===== config.mk =====
export PLATFORM = sky130hd
export DESIGN_NAME = rr_req_agent_flat
export DESIGN_NICKNAME = d
export VERILOG_FILES = /design/src/rtl/arb_pkg.sv /design/src/rtl/rr_req_agent_if.sv /design/src/rtl/rr_req_chan.sv /design/src/rtl/rr_req_agent.sv /design/src/flat_wrapper.sv
export SDC_FILE = /design/constraint.sdc
export NUM_CORES = 1
export LEC_CHECK = 0
export CORE_ASPECT_RATIO = 2
export CORE_UTILIZATION = 45
export CTS_BUF_LIST = sky130_fd_sc_hd__clkbuf_4 sky130_fd_sc_hd__clkbuf_8
export CTS_CLUSTER_SIZE = 10
export DETAILED_ROUTE_END_ITERATION = 16
export PLACE_DENSITY_LB_ADDON = 0.12
export SYNTH_ARGS = -nofsm -noshare
export SYNTH_HDL_FRONTEND = slang
export SYNTH_HIERARCHICAL = 1
export SYNTH_SLANG_ARGS = --single-unit

===== constraint.sdc =====
create_clock -name clk -period 2.4 [get_ports clk]
set_clock_uncertainty 0.15 [all_clocks]
set_input_delay 0.48 -clock clk [delete_from_list [all_inputs] [get_ports clk]]
set_output_delay 0.48 -clock clk [all_outputs]
set_load 0.03 [all_outputs]

===== src/rtl/arb_pkg.sv =====
// Shared definitions for the 4-input round-robin arbiter and its requester agent.
package arb_pkg;

  localparam int unsigned NUM_CH = 4;
  localparam int unsigned CH_W   = 2;

  // One-hot grant encodings shared with the arbiter.
  localparam logic [NUM_CH-1:0] GNT_CH0 = 4'b0001;
  localparam logic [NUM_CH-1:0] GNT_CH1 = 4'b0010;
  localparam logic [NUM_CH-1:0] GNT_CH2 = 4'b0100;
  localparam logic [NUM_CH-1:0] GNT_CH3 = 4'b1000;

  typedef enum logic {
    CH_IDLE   = 1'b0,
    CH_ACTIVE = 1'b1
  } chan_state_e;

  function automatic logic gnt_is_onehot(input logic [NUM_CH-1:0] g);
    return (g != '0) && ((g & (g - {{(NUM_CH-1){1'b0}}, 1'b1})) == '0);
  endfunction

  function automatic logic [CH_W-1:0] gnt_index(input logic [NUM_CH-1:0] g);
    logic [CH_W-1:0] idx;
    idx = '0;
    case (g)
      GNT_CH0: idx = 2'd0;
      GNT_CH1: idx = 2'd1;
      GNT_CH2: idx = 2'd2;
      GNT_CH3: idx = 2'd3;
      default: idx = '0;
    endcase
    return idx;
  endfunction

endpackage


===== src/rtl/rr_req_agent_if.sv =====
// Job, request/grant and status signals between the agent and its environment.
interface rr_req_agent_if
  import arb_pkg::*;
#(
  parameter int unsigned LEN_W   = 4,
  parameter int unsigned WASTE_W = 8
);

  logic              job_valid;
  logic [CH_W-1:0]   job_ch;
  logic [LEN_W-1:0]  job_len;
  logic              job_ready;
  logic [NUM_CH-1:0] REQ;
  logic [NUM_CH-1:0] GNT;
  logic              beat_valid;
  logic [CH_W-1:0]   beat_ch;
  logic [NUM_CH-1:0] done;
  logic [WASTE_W-1:0] waste_cnt;
  logic              gnt_err;

  modport master (
    input  job_valid, job_ch, job_len, GNT,
    output job_ready, REQ, beat_valid, beat_ch, done, waste_cnt, gnt_err
  );

  modport slave (
    output job_valid, job_ch, job_len, GNT,
    input  job_ready, REQ, beat_valid, beat_ch, done, waste_cnt, gnt_err
  );

endinterface


===== src/rtl/rr_req_chan.sv =====
// Single requester channel: IDLE/ACTIVE FSM with a beat counter and done pulse.
module rr_req_chan
  import arb_pkg::*;
#(
  parameter int unsigned LEN_W = 4
) (
  input  logic             clk,
  input  logic             rst_n,
  input  logic             accept_i,
  input  logic [LEN_W-1:0] len_i,
  input  logic             grant_i,
  output logic             active_o,
  output logic             req_o,
  output logic             done_o
);

  chan_state_e      state_q, state_d;
  logic [LEN_W-1:0] cnt_q, cnt_d;
  logic             done_q, done_d;

  always_ff @(posedge clk or negedge rst_n) begin
    if (!rst_n) begin
      state_q <= CH_IDLE;
      cnt_q   <= '0;
      done_q  <= 1'b0;
    end else begin
      state_q <= state_d;
      cnt_q   <= cnt_d;
      done_q  <= done_d;
    end
  end

  // Zero-length jobs complete on accept without ever leaving IDLE.
  always_comb begin
    state_d = state_q;
    cnt_d   = cnt_q;
    done_d  = 1'b0;
    case (state_q)
      CH_IDLE: begin
        if (accept_i) begin
          if (len_i != '0) begin
            state_d = CH_ACTIVE;
            cnt_d   = len_i;
          end else begin
            done_d = 1'b1;
          end
        end
      end
      CH_ACTIVE: begin
        if (grant_i) begin
          cnt_d = cnt_q - LEN_W'(1);
          if (cnt_q == LEN_W'(1)) begin
            state_d = CH_IDLE;
            done_d  = 1'b1;
          end
        end
      end
      default: state_d = CH_IDLE;
    endcase
  end

  always_comb begin
    active_o = (state_q == CH_ACTIVE);
    req_o    = (state_q == CH_ACTIVE);
    done_o   = done_q;
  end

endmodule


===== src/rtl/rr_req_agent.sv =====
// Requester agent: drives REQ to the round-robin arbiter, retires beats on GNT,
// and counts grants that land on channels that already drained.
module rr_req_agent
  import arb_pkg::*;
#(
  parameter int unsigned LEN_W   = 4,
  parameter int unsigned WASTE_W = 8
) (
  input  logic          clk,
  input  logic          rst_n,
  rr_req_agent_if.master bus
);

  logic [NUM_CH-1:0]  active, req, done, accept, grant;
  logic               job_ready;
  logic               gnt_onehot, gnt_multi, live_grant;
  logic [CH_W-1:0]    gnt_idx;

  logic               beat_valid_q, beat_valid_d;
  logic [CH_W-1:0]    beat_ch_q, beat_ch_d;
  logic [WASTE_W-1:0] waste_q, waste_d;
  logic               gnt_err_q, gnt_err_d;

  assign job_ready = !active[bus.job_ch];

  // Multi-hot grants are discarded entirely: no beat and no waste count.
  always_comb begin
    gnt_onehot = gnt_is_onehot(bus.GNT);
    gnt_multi  = (bus.GNT != '0) && !gnt_onehot;
    gnt_idx    = gnt_index(bus.GNT);
    grant      = gnt_onehot ? bus.GNT : '0;
    live_grant = |(grant & active);
    accept     = '0;
    if (bus.job_valid && job_ready) begin
      accept[bus.job_ch] = 1'b1;
    end
  end

  for (genvar i = 0; i < NUM_CH; i++) begin : g_chan
    rr_req_chan #(.LEN_W(LEN_W)) u_chan (
      .clk      (clk),
      .rst_n    (rst_n),
      .accept_i (accept[i]),
      .len_i    (bus.job_len),
      .grant_i  (grant[i]),
      .active_o (active[i]),
      .req_o    (req[i]),
      .done_o   (done[i])
    );
  end

  always_comb begin
    beat_valid_d = live_grant;
    beat_ch_d    = live_grant ? gnt_idx : beat_ch_q;
    waste_d      = waste_q;
    if (gnt_onehot && !live_grant && (waste_q != '1)) begin
      waste_d = waste_q + WASTE_W'(1);
    end
    gnt_err_d = gnt_err_q | gnt_multi;
  end

  always_ff @(posedge clk or negedge rst_n) begin
    if (!rst_n) begin
      beat_valid_q <= 1'b0;
      beat_ch_q    <= '0;
      waste_q      <= '0;
      gnt_err_q    <= 1'b0;
    end else begin
      beat_valid_q <= beat_valid_d;
      beat_ch_q    <= beat_ch_d;
      waste_q      <= waste_d;
      gnt_err_q    <= gnt_err_d;
    end
  end

  assign bus.job_ready  = job_ready;
  assign bus.REQ        = req;
  assign bus.done       = done;
  assign bus.beat_valid = beat_valid_q;
  assign bus.beat_ch    = beat_ch_q;
  assign bus.waste_cnt  = waste_q;
  assign bus.gnt_err    = gnt_err_q;

endmodule


===== src/flat_wrapper.sv =====
// flat-port wrapper written by rule: the top's interface ports become plain ports
module rr_req_agent_flat import arb_pkg::*;
#(
  parameter int unsigned LEN_W   = 4,
  parameter int unsigned WASTE_W = 8
)
  (clk, rst_n, bus_job_valid, bus_job_ch, bus_job_len, bus_GNT, bus_job_ready, bus_REQ, bus_beat_valid, bus_beat_ch, bus_done, bus_waste_cnt, bus_gnt_err);
  rr_req_agent_if #(.LEN_W(LEN_W), .WASTE_W(WASTE_W)) bus_i ();
  input  logic clk;
  input  logic rst_n;
  input wire logic [$bits(bus_i.job_valid)-1:0] bus_job_valid;
  input wire logic [$bits(bus_i.job_ch)-1:0] bus_job_ch;
  input wire logic [$bits(bus_i.job_len)-1:0] bus_job_len;
  input wire logic [$bits(bus_i.GNT)-1:0] bus_GNT;
  output wire logic [$bits(bus_i.job_ready)-1:0] bus_job_ready;
  output wire logic [$bits(bus_i.REQ)-1:0] bus_REQ;
  output wire logic [$bits(bus_i.beat_valid)-1:0] bus_beat_valid;
  output wire logic [$bits(bus_i.beat_ch)-1:0] bus_beat_ch;
  output wire logic [$bits(bus_i.done)-1:0] bus_done;
  output wire logic [$bits(bus_i.waste_cnt)-1:0] bus_waste_cnt;
  output wire logic [$bits(bus_i.gnt_err)-1:0] bus_gnt_err;
  assign bus_i.job_valid = bus_job_valid;
  assign bus_i.job_ch = bus_job_ch;
  assign bus_i.job_len = bus_job_len;
  assign bus_i.GNT = bus_GNT;
  assign bus_job_ready = bus_i.job_ready;
  assign bus_REQ = bus_i.REQ;
  assign bus_beat_valid = bus_i.beat_valid;
  assign bus_beat_ch = bus_i.beat_ch;
  assign bus_done = bus_i.done;
  assign bus_waste_cnt = bus_i.waste_cnt;
  assign bus_gnt_err = bus_i.gnt_err;
  rr_req_agent #(.LEN_W(LEN_W), .WASTE_W(WASTE_W)) u_core (.clk(clk), .rst_n(rst_n), .bus(bus_i));
endmodule

==> impl_table.tex, run 1 <==
\begin{tabular}{lr}
\hline
Metric & Value \\
\hline
\multicolumn{2}{l}{\textbf{Run status}} \\
Run status & finished clean \\
\multicolumn{2}{l}{\textbf{Final layout}} \\
\# diodes & 0 \\
Most used cells in the layout excluding fill and tap cells & sky130\_fd\_sc\_hd\_\_dfrtp\_1 (36), sky130\_fd\_sc\_hd\_\_buf\_4 (34), sky130\_fd\_sc\_hd\_\_clkdlybuf4s50\_1 (29) \\
Fill cell total of the finished layout & 425 \\
Share of post-route cells with drive strength above 1 & 0.246 \\
Area Growth Syn to Fin & 32.3\% \\
Most common cell after layout, fill and taps aside & sky130\_fd\_sc\_hd\_\_dfrtp\_1 \\
Net count reported at finish & 297 \\
\multicolumn{2}{l}{\textbf{Routing}} \\
Via density per instance & 5.81 \\
Total vias in the final route & 1,934 \\
Residual DRC & 0 \\
Wirelength per Cell & around 16 um \\
Total Routed Length & 5320 um \\
Number of routed nets with antenna violations & 0 \\
1st-iter DRT viols & 22 \\
Total iterations of the first detailed-routing run & 4 \\
\multicolumn{2}{l}{\textbf{CTS}} \\
Root Buffer & sky130\_fd\_sc\_hd\_\_clkbuf\_8 \\
Setup Buffers After CTS & 0 \\
Post-CTS clock slew at the launch and capture registers of the worst setup and hold paths & $\sim$0.08 ns \\
CTS HTree Levels & 2 \\
Count of clock tree sinks & 36 \\
TritonCTS clock tree & built \\
Number of buffers created by CTS & 5 \\
Clk\_lat worst skew & 0.28 ns \\
Clk buf depth & 2 \\
Hold buffers post-CTS & 0 \\
\multicolumn{2}{l}{\textbf{Synth}} \\
Area share of and/or/nand/nor cells after synthesis & 0.178 \\
Fraction of post-synthesis cell area in the top cell type by area & 0.396 \\
Post-synthesis mux area share & 0.0566 \\
Cells after Synth & 215 \\
Post-synthesis compound-gate area fraction & 0.183 \\
Synthesized-area fraction occupied by adder cells & 0.0539 \\
Share of async-settable or async-resettable flops after synthesis & 1.00 \\
Number of enable-type register cells in the synthesized netlist & 0 \\
Seq/Total Area, Yosys & 0.396 \\
Number of synthesis warnings & 6 \\
Post-synthesis register bit count & 36 \\
Synthesized area per cell & 10.6 sq um \\
Synthesized net count & 237 \\
Cell Area, Synth & 2280 sq um \\
Largest family of logic cells by synthesized area & compound AO/OA/AOI/OAI gates \\
XOR/XNOR share of the synthesized area & 0.0764 \\
Top cells by area, synth & sky130\_fd\_sc\_hd\_\_dfrtp\_1 (40\%), sky130\_fd\_sc\_hd\_\_a221oi\_1 (6.2\%), sky130\_fd\_sc\_hd\_\_ha\_1 (4.9\%), sky130\_fd\_sc\_hd\_\_nor4b\_2 (4.0\%), sky130\_fd\_sc\_hd\_\_a21oi\_1 (3.7\%) \\
Top cell type by total area after synthesis & sky130\_fd\_sc\_hd\_\_dfrtp\_1 \\
Main synth FF type & sky130\_fd\_sc\_hd\_\_dfrtp\_1 \\
Number of different library cells in the post-synthesis netlist & 40 \\
\multicolumn{2}{l}{\textbf{Die}} \\
Row Count & 36 \\
Starting utilization of the core area & 0.468 \\
Width of the die & 52.3 um \\
Die Height & 103 um \\
Boundary pin count & 34 \\
Placeable core region & approximately 4900 sq um \\
Floorplan die area & 5360 sq um \\
\multicolumn{2}{l}{\textbf{Run}} \\
\# Max-Cap Violations & 0 \\
\multicolumn{2}{l}{\textbf{Pwr}} \\
Power share of the clock group & 0.182 \\
Switching power & 1.01 mW \\
Total power & between 2 and 3 mW \\
Internal power contribution & 1.57 mW \\
Fraction of power consumed by sequential logic & 0.410 \\
Leakage power of the design & 1.23 nW \\
Max VDD drop & 747 uV \\
Ratio of total power to cell area & 857 nW/um\^{}2 \\
Combinational power share & 0.409 \\
Switching share of power & 0.392 \\
\multicolumn{2}{l}{\textbf{Placed design}} \\
Port Buf Inserts & 33 \\
Setup slack at placement & -0.400 ns \\
Detailed-placement wirelength estimate & 3870 um \\
Routability-driven placement congestion ratio & 0.785 \\
\multicolumn{2}{l}{\textbf{Setup path}} \\
Kind of start point of the critical path & input pin \\
CP max stage cell & sky130\_fd\_sc\_hd\_\_or4\_4 \\
Startpoint-to-endpoint class of the critical path & in2reg \\
Delay-heaviest family, CP & simple AND/OR/NAND/NOR gates \\
Critical Path AT & 2.39 ns \\
Highest cell delay on the worst timing path & 0.44 ns \\
CP Max Fanout & 10 \\
Endpoint type of the worst setup path & flip-flop \\
CP Data Required Time & 2.42 ns \\
Buf+Inv Stages, Crit Path & 2 \\
CP cell instances & clkdlybuf4s50\_1 -> buf\_6 -> nor4b\_4 -> a211oi\_1 -> or3\_4 -> or4\_4 -> xnor2\_2 \\
\multicolumn{2}{l}{\textbf{Timing}} \\
RSZ-0062 raised after global routing & no \\
Final min period & 2.37 ns \\
Max-slew violation count & 0 \\
Final setup slack of the worst path & 0.0277 ns \\
Final period utilization & 0.988 \\
Final hold vios & 0 \\
Final setup violation count & 0 \\
Worst slew slack as a fraction of its limit & 0.678 \\
Worst slew pin tran & 0.482 ns \\
Achievable frequency & around 420 MHz \\
\multicolumn{2}{l}{\textbf{Global route}} \\
Wire length of the first global-routing pass & 8510 um \\
Largest net degree at the start of global routing & 37 \\
Overflow after GRT & 0 \\
Number of global-route vias before repair & 1,877 \\
Total routing usage reported by global routing & 0.216 \\
Antenna violations before repair & 0 \\
\multicolumn{2}{l}{\textbf{Hold path}} \\
Type of the worst min-delay path & in2async \\
\hline
\end{tabular}
metrics by stage:
stage | setup TNS (ns) | util | instances | hold slack [ns] | instance area (sq um)
after floorplan | 0 | - | 215 | 0.0344 | 2290
after global placement | -3.60 | 0.594 | 325 | 0.317 | 2890
after detailed placement | -4.18 | 0.594 | 325 | 0.326 | 2890
after CTS | 0 | 0.616 | 333 | 0.0938 | 3000
after global routing | 0 | 0.619 | 333 | 0.112 | 3010
final | 0 | 0.619 | 333 | 0.0852 | 3010
power groups by stage:
stage          sequential, mW  combinational (mW)  clock [mW]
6_report                 1.06                1.05       0.469
3_5_place_dp             1.07                1.05           0
5_1_grt                  1.09                1.15       0.512
3_3_place_gp             1.07                1.03           0
4_1_cts                  1.06                1.06       0.484
2_1_floorplan            1.14               0.561           0
state kept, by name, indices dropped and copies added, names as in the netlist:
signal,cells
u_core/g_chan.u_chan/done_o,4
u_core/g_chan.u_chan/active_o,4
u_core/bus.waste_cnt,8
u_core/bus.beat_valid,1
u_core/bus.beat_ch,2
u_core/bus.gnt_err,1
u_core/g_chan.u_chan/cnt_q,16
Yosys cell counts (all sizes together), types with 5 or more instances:
library cell	instances
a221oi	16
inv	9
nor4	5
xor2	9
mux2	5
nor4bb	5
buf	12
mux2i	5
a21oi	17
nor2	6
nand2	15
dfrtp	36
nor4b	9
o31ai	8
xnor2	10
ha	9
per-layer routing:
metal  wire, um  vias to the layer above  GRT usage
li1           -                      930          -
met1       1980                      952      0.212
met2       3120                       46      0.426
met3        156                        6     0.0383
met4         63                        0     0.0729
met5          0                        -          0
cells by family (layout without fill, tap and decap cells):
logic type      after synthesis  after routing
mux                          11             11
xor+xnor                     19             19
flops                        36             36
buf+inv                      25             86
fa+ha+maj                    10             10
compound gates               55             55
simple gates                 59             59
final cells by class:
| class | count | area, sq um | share of cell area |
|---|---|---|---|
| clock buffers | 8 | 97.6 | 0.0324 |
| multi-input cells | 154 | 1290 | 0.428 |
| flip-flops and latches | 36 | 901 | 0.299 |
| inverters | 9 | 33.8 | 0.0112 |
| well taps | 57 | 71.3 | 0.0237 |
| repair buffers | 69 | 619 | 0.206 |
worst paths after layout:
path                                         startpoint                                to  slack, ns  depth (start not counted)
worst min register to register       u_core/bus.gnt_err                u_core/bus.gnt_err       0.34                          1
max in group asynchronous                         rst_n  u_core/g_chan[1].u_chan/cnt_q[2]       1.67                          2
worst max register to register  u_core/bus.waste_cnt[0]           u_core/bus.waste_cnt[5]       0.32                          5
worst min-delay path                              rst_n                u_core/bus.gnt_err       0.09                          2
min in group clk                     u_core/bus.gnt_err                u_core/bus.gnt_err       0.34                          1
worst max-delay path                         bus_GNT[3]           u_core/bus.waste_cnt[5]       0.03                          7
what timing repair did:
action                     CTS  global route
hold endpoints to repair     0             0
setup endpoints to repair    5             2
pin swaps                    0             2
gates resized for setup      4             3
(Power assumes the default switching activity.)
==> run 2, diff against run 1 <==
Settings changed: DONT_BUFFER_PORTS set to 1, RECOVER_POWER set to 100.
==> run 2 against run 1 <==
Against the previous run:
- clock-buffer cell count decreased by 1
- via count fell by 8.9%
- critical path depth decreased by 4
- sequential cell count unchanged
- die area did not move
- combinational power decreased by 19%
- core utilization is 12 points lower
- setup slack better by 0.14 ns
- fmax increased by 6.2%
- global-route usage rose by 0.20 points
- highest routed layer unchanged
==> impl_table.tex, run 2 (same netlist as run 1, synthesis figures left out) <==
\begin{tabular}{lr}
\hline
Metric & Value \\
\hline
\multicolumn{2}{l}{\textbf{Final layout}} \\
\# diodes & 0 \\
Most used cells in the layout excluding fill and tap cells & sky130\_fd\_sc\_hd\_\_dfrtp\_1 (36), sky130\_fd\_sc\_hd\_\_a21oi\_1 (17), sky130\_fd\_sc\_hd\_\_a221oi\_1 (16) \\
Share of post-route cells with drive strength above 1 & 0.115 \\
Reg with most FFs & u\_core/g\_chan.u\_chan/cnt\_q \\
Utilization after layout & 0.499 \\
Most common cell after layout, fill and taps aside & sky130\_fd\_sc\_hd\_\_dfrtp\_1 \\
Area Growth Syn to Fin & 6.65\% \\
Fill cell total of the finished layout & 465 \\
Net count reported at finish & 248 \\
Post-route non-filler standard cell count & 283 \\
Total non-filler cell area in the finished layout & $\sim$2400 sq um \\
Number of flip-flops in the largest register & 16 \\
\multicolumn{2}{l}{\textbf{Timing}} \\
Final min period & 2.23 ns \\
Worst slew pin tran & 0.907 ns \\
Worst slew slack as a fraction of its limit & 0.395 \\
Final setup slack of the worst path & between 0.15 and 0.2 ns \\
Worst hold slack & 0.221 ns \\
Achievable frequency & 448 MHz \\
Final setup violation count & 0 \\
Final period utilization & 0.931 \\
RSZ-0062 raised after global routing & no \\
Final hold vios & 0 \\
Post-Route Setup TNS & 0 ns \\
Max-slew violation count & 0 \\
\multicolumn{2}{l}{\textbf{Hold path}} \\
Hold path depth & 2 \\
Type of the worst min-delay path & in2reg \\
\multicolumn{2}{l}{\textbf{Routing}} \\
Via density per instance & $\sim$6.2 \\
Total Routed Length & 5330 um \\
Number of routed nets with antenna violations & 0 \\
1st-iter DRT viols & between 40 and 50 \\
Total iterations of the first detailed-routing run & 4 \\
Total vias in the final route & approximately 1,800 \\
Residual DRC & 0 \\
Wirelength per Cell & 18.8 um \\
\multicolumn{2}{l}{\textbf{CTS}} \\
CTS HTree Levels & 2 \\
Post-CTS clock slew at the launch and capture registers of the worst setup and hold paths & 0.08 ns \\
Clk buf depth & 2 \\
Number of buffers created by CTS & 5 \\
Quantity of gates resized following cts & 0 \\
Clk\_lat worst skew & 0.29 ns \\
Root Buffer & sky130\_fd\_sc\_hd\_\_clkbuf\_8 \\
TritonCTS clock tree & built \\
Count of clock tree sinks & 36 \\
\multicolumn{2}{l}{\textbf{Pwr}} \\
Leakage power of the design & 0.936 nW \\
Ratio of total power to cell area & 973 nW/um\^{}2 \\
Total power & 2.36 mW \\
Max VDD drop & 535 uV \\
\multicolumn{2}{l}{\textbf{Global route}} \\
Overflow after GRT & 0 \\
Wire length of the first global-routing pass & 8630 um \\
Total routing usage reported by global routing & 0.218 \\
Number of global-route vias before repair & 1,809 \\
Antenna violations before repair & 0 \\
Largest net degree at the start of global routing & 37 \\
\multicolumn{2}{l}{\textbf{Placed design}} \\
Placed standard-cell area & 2410 sq um \\
Placed cell count & between 200 and 300 \\
Detailed-placement wirelength estimate & 3820 um \\
Port Buf Inserts & 0 \\
Setup slack at placement & 0.234 ns \\
Routability-driven placement congestion ratio & approximately 0.78 \\
\multicolumn{2}{l}{\textbf{Setup path}} \\
Worst reg-to-reg path cell count & 5 \\
CP Max Fanout & 14 \\
CP Data Required Time & between 1.5 and 2 ns \\
Kind of start point of the critical path & flip-flop \\
Startpoint-to-endpoint class of the critical path & reg2out \\
Endpoint type of the worst setup path & primary output \\
Critical Path AT & 1.60 ns \\
\multicolumn{2}{l}{\textbf{Die}} \\
Floorplan die area & between 5000 and 6000 sq um \\
Boundary pin count & 34 \\
Row Count & 36 \\
Width of the die & 52.3 um \\
Starting utilization of the core area & 0.468 \\
Placeable core region & between 4000 and 5000 sq um \\
Die Height & approximately 100 um \\
\multicolumn{2}{l}{\textbf{Run status}} \\
Run status & finished clean \\
\multicolumn{2}{l}{\textbf{Run}} \\
\# Max-Cap Violations & 0 \\
\hline
\end{tabular}
run 2: report_power, final:
part / switching [mW] / internal, mW / total, mW
logic: 0.518 / 0.329 / 0.847
registers: 0.241 / 0.806 / 1.05
clock network: 0.212 / 0.256 / 0.468
run 2: timing repair:
item | CTS | global route
buffers inserted | 0 | 0
hold endpoints to repair | 36 | 0
hold buffers | 2 | 0
run 2: layer usage:
metal	up-vias	GRT usage	wire (um)
li1	831	-	-
met4	0	0.0830	74
met5	-	0	0
met3	7	0.0413	249
met1	875	0.246	2130
met2	49	0.389	2870
run 2: final timing paths:
kind / slack (ns) / startpoint / end
worst max-delay path: 0.17 / u_core/g_chan[3].u_chan/active_o / bus_job_ready
worst max register to register: 0.26 / u_core/g_chan[2].u_chan/active_o / u_core/bus.waste_cnt[5]
worst min-delay path: 0.22 / bus_GNT[1] / u_core/bus.gnt_err
min in group asynchronous: 0.73 / rst_n / u_core/bus.gnt_err
worst min register to register: 0.46 / u_core/g_chan[2].u_chan/cnt_q[3] / u_core/g_chan[2].u_chan/cnt_q[3]
max in group asynchronous: 0.80 / rst_n / u_core/bus.beat_ch[0]
run 2: critical path, stage by stage, from the launching register on:
cell,delay [ns]
sky130_fd_sc_hd__dfrtp_1,0.39
sky130_fd_sc_hd__buf_4,0.21
sky130_fd_sc_hd__mux4_2,0.48
sky130_fd_sc_hd__inv_1,0.23
run 2: cell type report:
| class | count | area, sq um | area share |
|---|---|---|---|
| Clock buffer | 7 | 96.3 | 0.0397 |
| Inverter | 9 | 33.8 | 0.0139 |
| Multi-Input combinational cell | 154 | 1220 | 0.504 |
| Sequential cell | 36 | 901 | 0.371 |
| Tap cell | 57 | 71.3 | 0.0294 |
| Timing Repair Buffer | 20 | 101 | 0.0418 |
==> patch (flow settings as in run 1) <==
`WASTE_W` is set to 8 in 3 places; all go to 12.
--- a/src/rtl/rr_req_agent_if.sv
+++ b/src/rtl/rr_req_agent_if.sv
@@ -4,5 +4,5 @@
 #(
   parameter int unsigned LEN_W   = 4,
-  parameter int unsigned WASTE_W = 8
+  parameter int unsigned WASTE_W = 12
 );
 
--- a/src/rtl/rr_req_agent.sv
+++ b/src/rtl/rr_req_agent.sv
@@ -5,5 +5,5 @@
 #(
   parameter int unsigned LEN_W   = 4,
-  parameter int unsigned WASTE_W = 8
+  parameter int unsigned WASTE_W = 12
 ) (
   input  logic          clk,
--- a/src/flat_wrapper.sv
+++ b/src/flat_wrapper.sv
@@ -3,5 +3,5 @@
 #(
   parameter int unsigned LEN_W   = 4,
-  parameter int unsigned WASTE_W = 8
+  parameter int unsigned WASTE_W = 12
 )
   (clk, rst_n, bus_job_valid, bus_job_ch, bus_job_len, bus_GNT, bus_job_ready, bus_REQ, bus_beat_valid, bus_beat_ch, bus_done, bus_waste_cnt, bus_gnt_err);
Ports: changed (resized bus_waste_cnt); port bits go from 34 to 38. The function was not compared with the original's and may differ.
==> patch against run 1 <==
- area after synthesis grew 7.6%
- final area increased by 2.6%
- via count rose by 0.78%
- wire length grew 0.98%
- worst setup slack better by 0.18 ns
- power shrank 0.13%
- non-clock buffer count is 6 lower
- combinational power shrank 8%
- sequential cell count rose by 4
==> patch: results <==
set metrics [dict create \
    status "complete, no violations" \
    synth_compound_area_frac 0.1680 \
    sequentialPower_mw 1.12 \
    synth_area_per_cell_um2 10.89 \
    power_leakage_nw 1.238 \
    pg_clk_mw 0.490 \
    synthAdderAreaFrac 0.05005 \
    io_buffers 37 \
    gp_congestion 0.7594 \
    fillers 453 \
    critPathMaxFanout 11 \
    drt-total-wl_mm 5.370 \
    crit_slowest_cell "clkdlybuf4s50_1" \
    grt_first_pass_wirelength_mm 9.252 \
    synth.net_count 247 \
    drive_gt1_frac 0.2071 \
    synth_top_family_by_area "simple AND/OR/NAND/NOR gates" \
    placed_cell_area_mm2 0.002993 \
    grt_max_degree 41 \
    p_sw_mw 0.9922 \
    fin_nets 301 \
    synth-xor-area-share 0.08580 \
    drt_first_iter_violations 29 \
    ys_seq_area_frac 0.4086 \
    synth.distinct_cells 41 \
    critPathMaxStageDelay_ns 0.61 \
    synthTopCellsByArea "dfrtp_1 41%, xnor2_1 6.4%, a221oi_1 5.7%" \
    synthTopCellsByCount "40 x dfrtp_1, 18 x xnor2_1, 17 x a21oi_1" \
    crit_arrival_ns 2.22 \
]
## patch: cell types whose count changed in the layout (fill, tap and decap cells not counted), moves of 3 or more
| cell | run 1 | this run |
|---|---|---|
| buf_4 | 34 | 25 |
| xnor2_1 | 9 | 18 |
| clkdlybuf4s50_1 | 29 | 34 |
| nand4_1 | 0 | 5 |
| dfrtp_1 | 36 | 39 |
| nand3_1 | 2 | 5 |
## patch: path summary, 6_finish.rpt
kind,endpoint,slack (ns),startpoint
max in group asynchronous,u_core/g_chan[2].u_chan/active_o,1.61,rst_n
min in group clk,u_core/bus.gnt_err,0.33,u_core/bus.gnt_err
worst min-delay path,u_core/g_chan[3].u_chan/active_o,0.09,rst_n
worst max register to register,u_core/bus.waste_cnt[1],0.44,u_core/bus.waste_cnt[0]
worst max-delay path,u_core/bus.waste_cnt[1],0.20,bus_GNT[0]
worst min register to register,u_core/bus.gnt_err,0.33,u_core/bus.gnt_err
## patch: area by class of cell
type                            count  area, um2  area share
Timing Repair Buffer               63      581.8      0.1883
Tap cell                           58      72.57     0.02348
Clock buffer                        8      97.59     0.03158
Inverter                           10      37.54     0.01215
Sequential cell                    40       1002      0.3243
Multi-Input combinational cell    159       1299      0.4202
## patch: critical path, delay by kind of cell
kind                   cells  cell delay (ns)
multiplexers               1             0.35
buffers and inverters      1             0.61
AND/OR/NAND/NOR            2             0.64
AO/OA/AOI/OAI              1             0.15
## patch: metal layers
layer  up-vias  share of wire  global-route usage  routed length, um
met1       950           0.40              0.2537               2167
met5         -              0                   0                  0
met2        38           0.54              0.3789               2926
met3         6          0.036             0.03577                196
li1        955              -                   -                  -
met4         0          0.015             0.07875                 80
## patch: timing repair
item,4_1_cts,5_1_grt
setup endpoints to repair,1,1
setup buffers,0,0
gates resized for setup,1,1
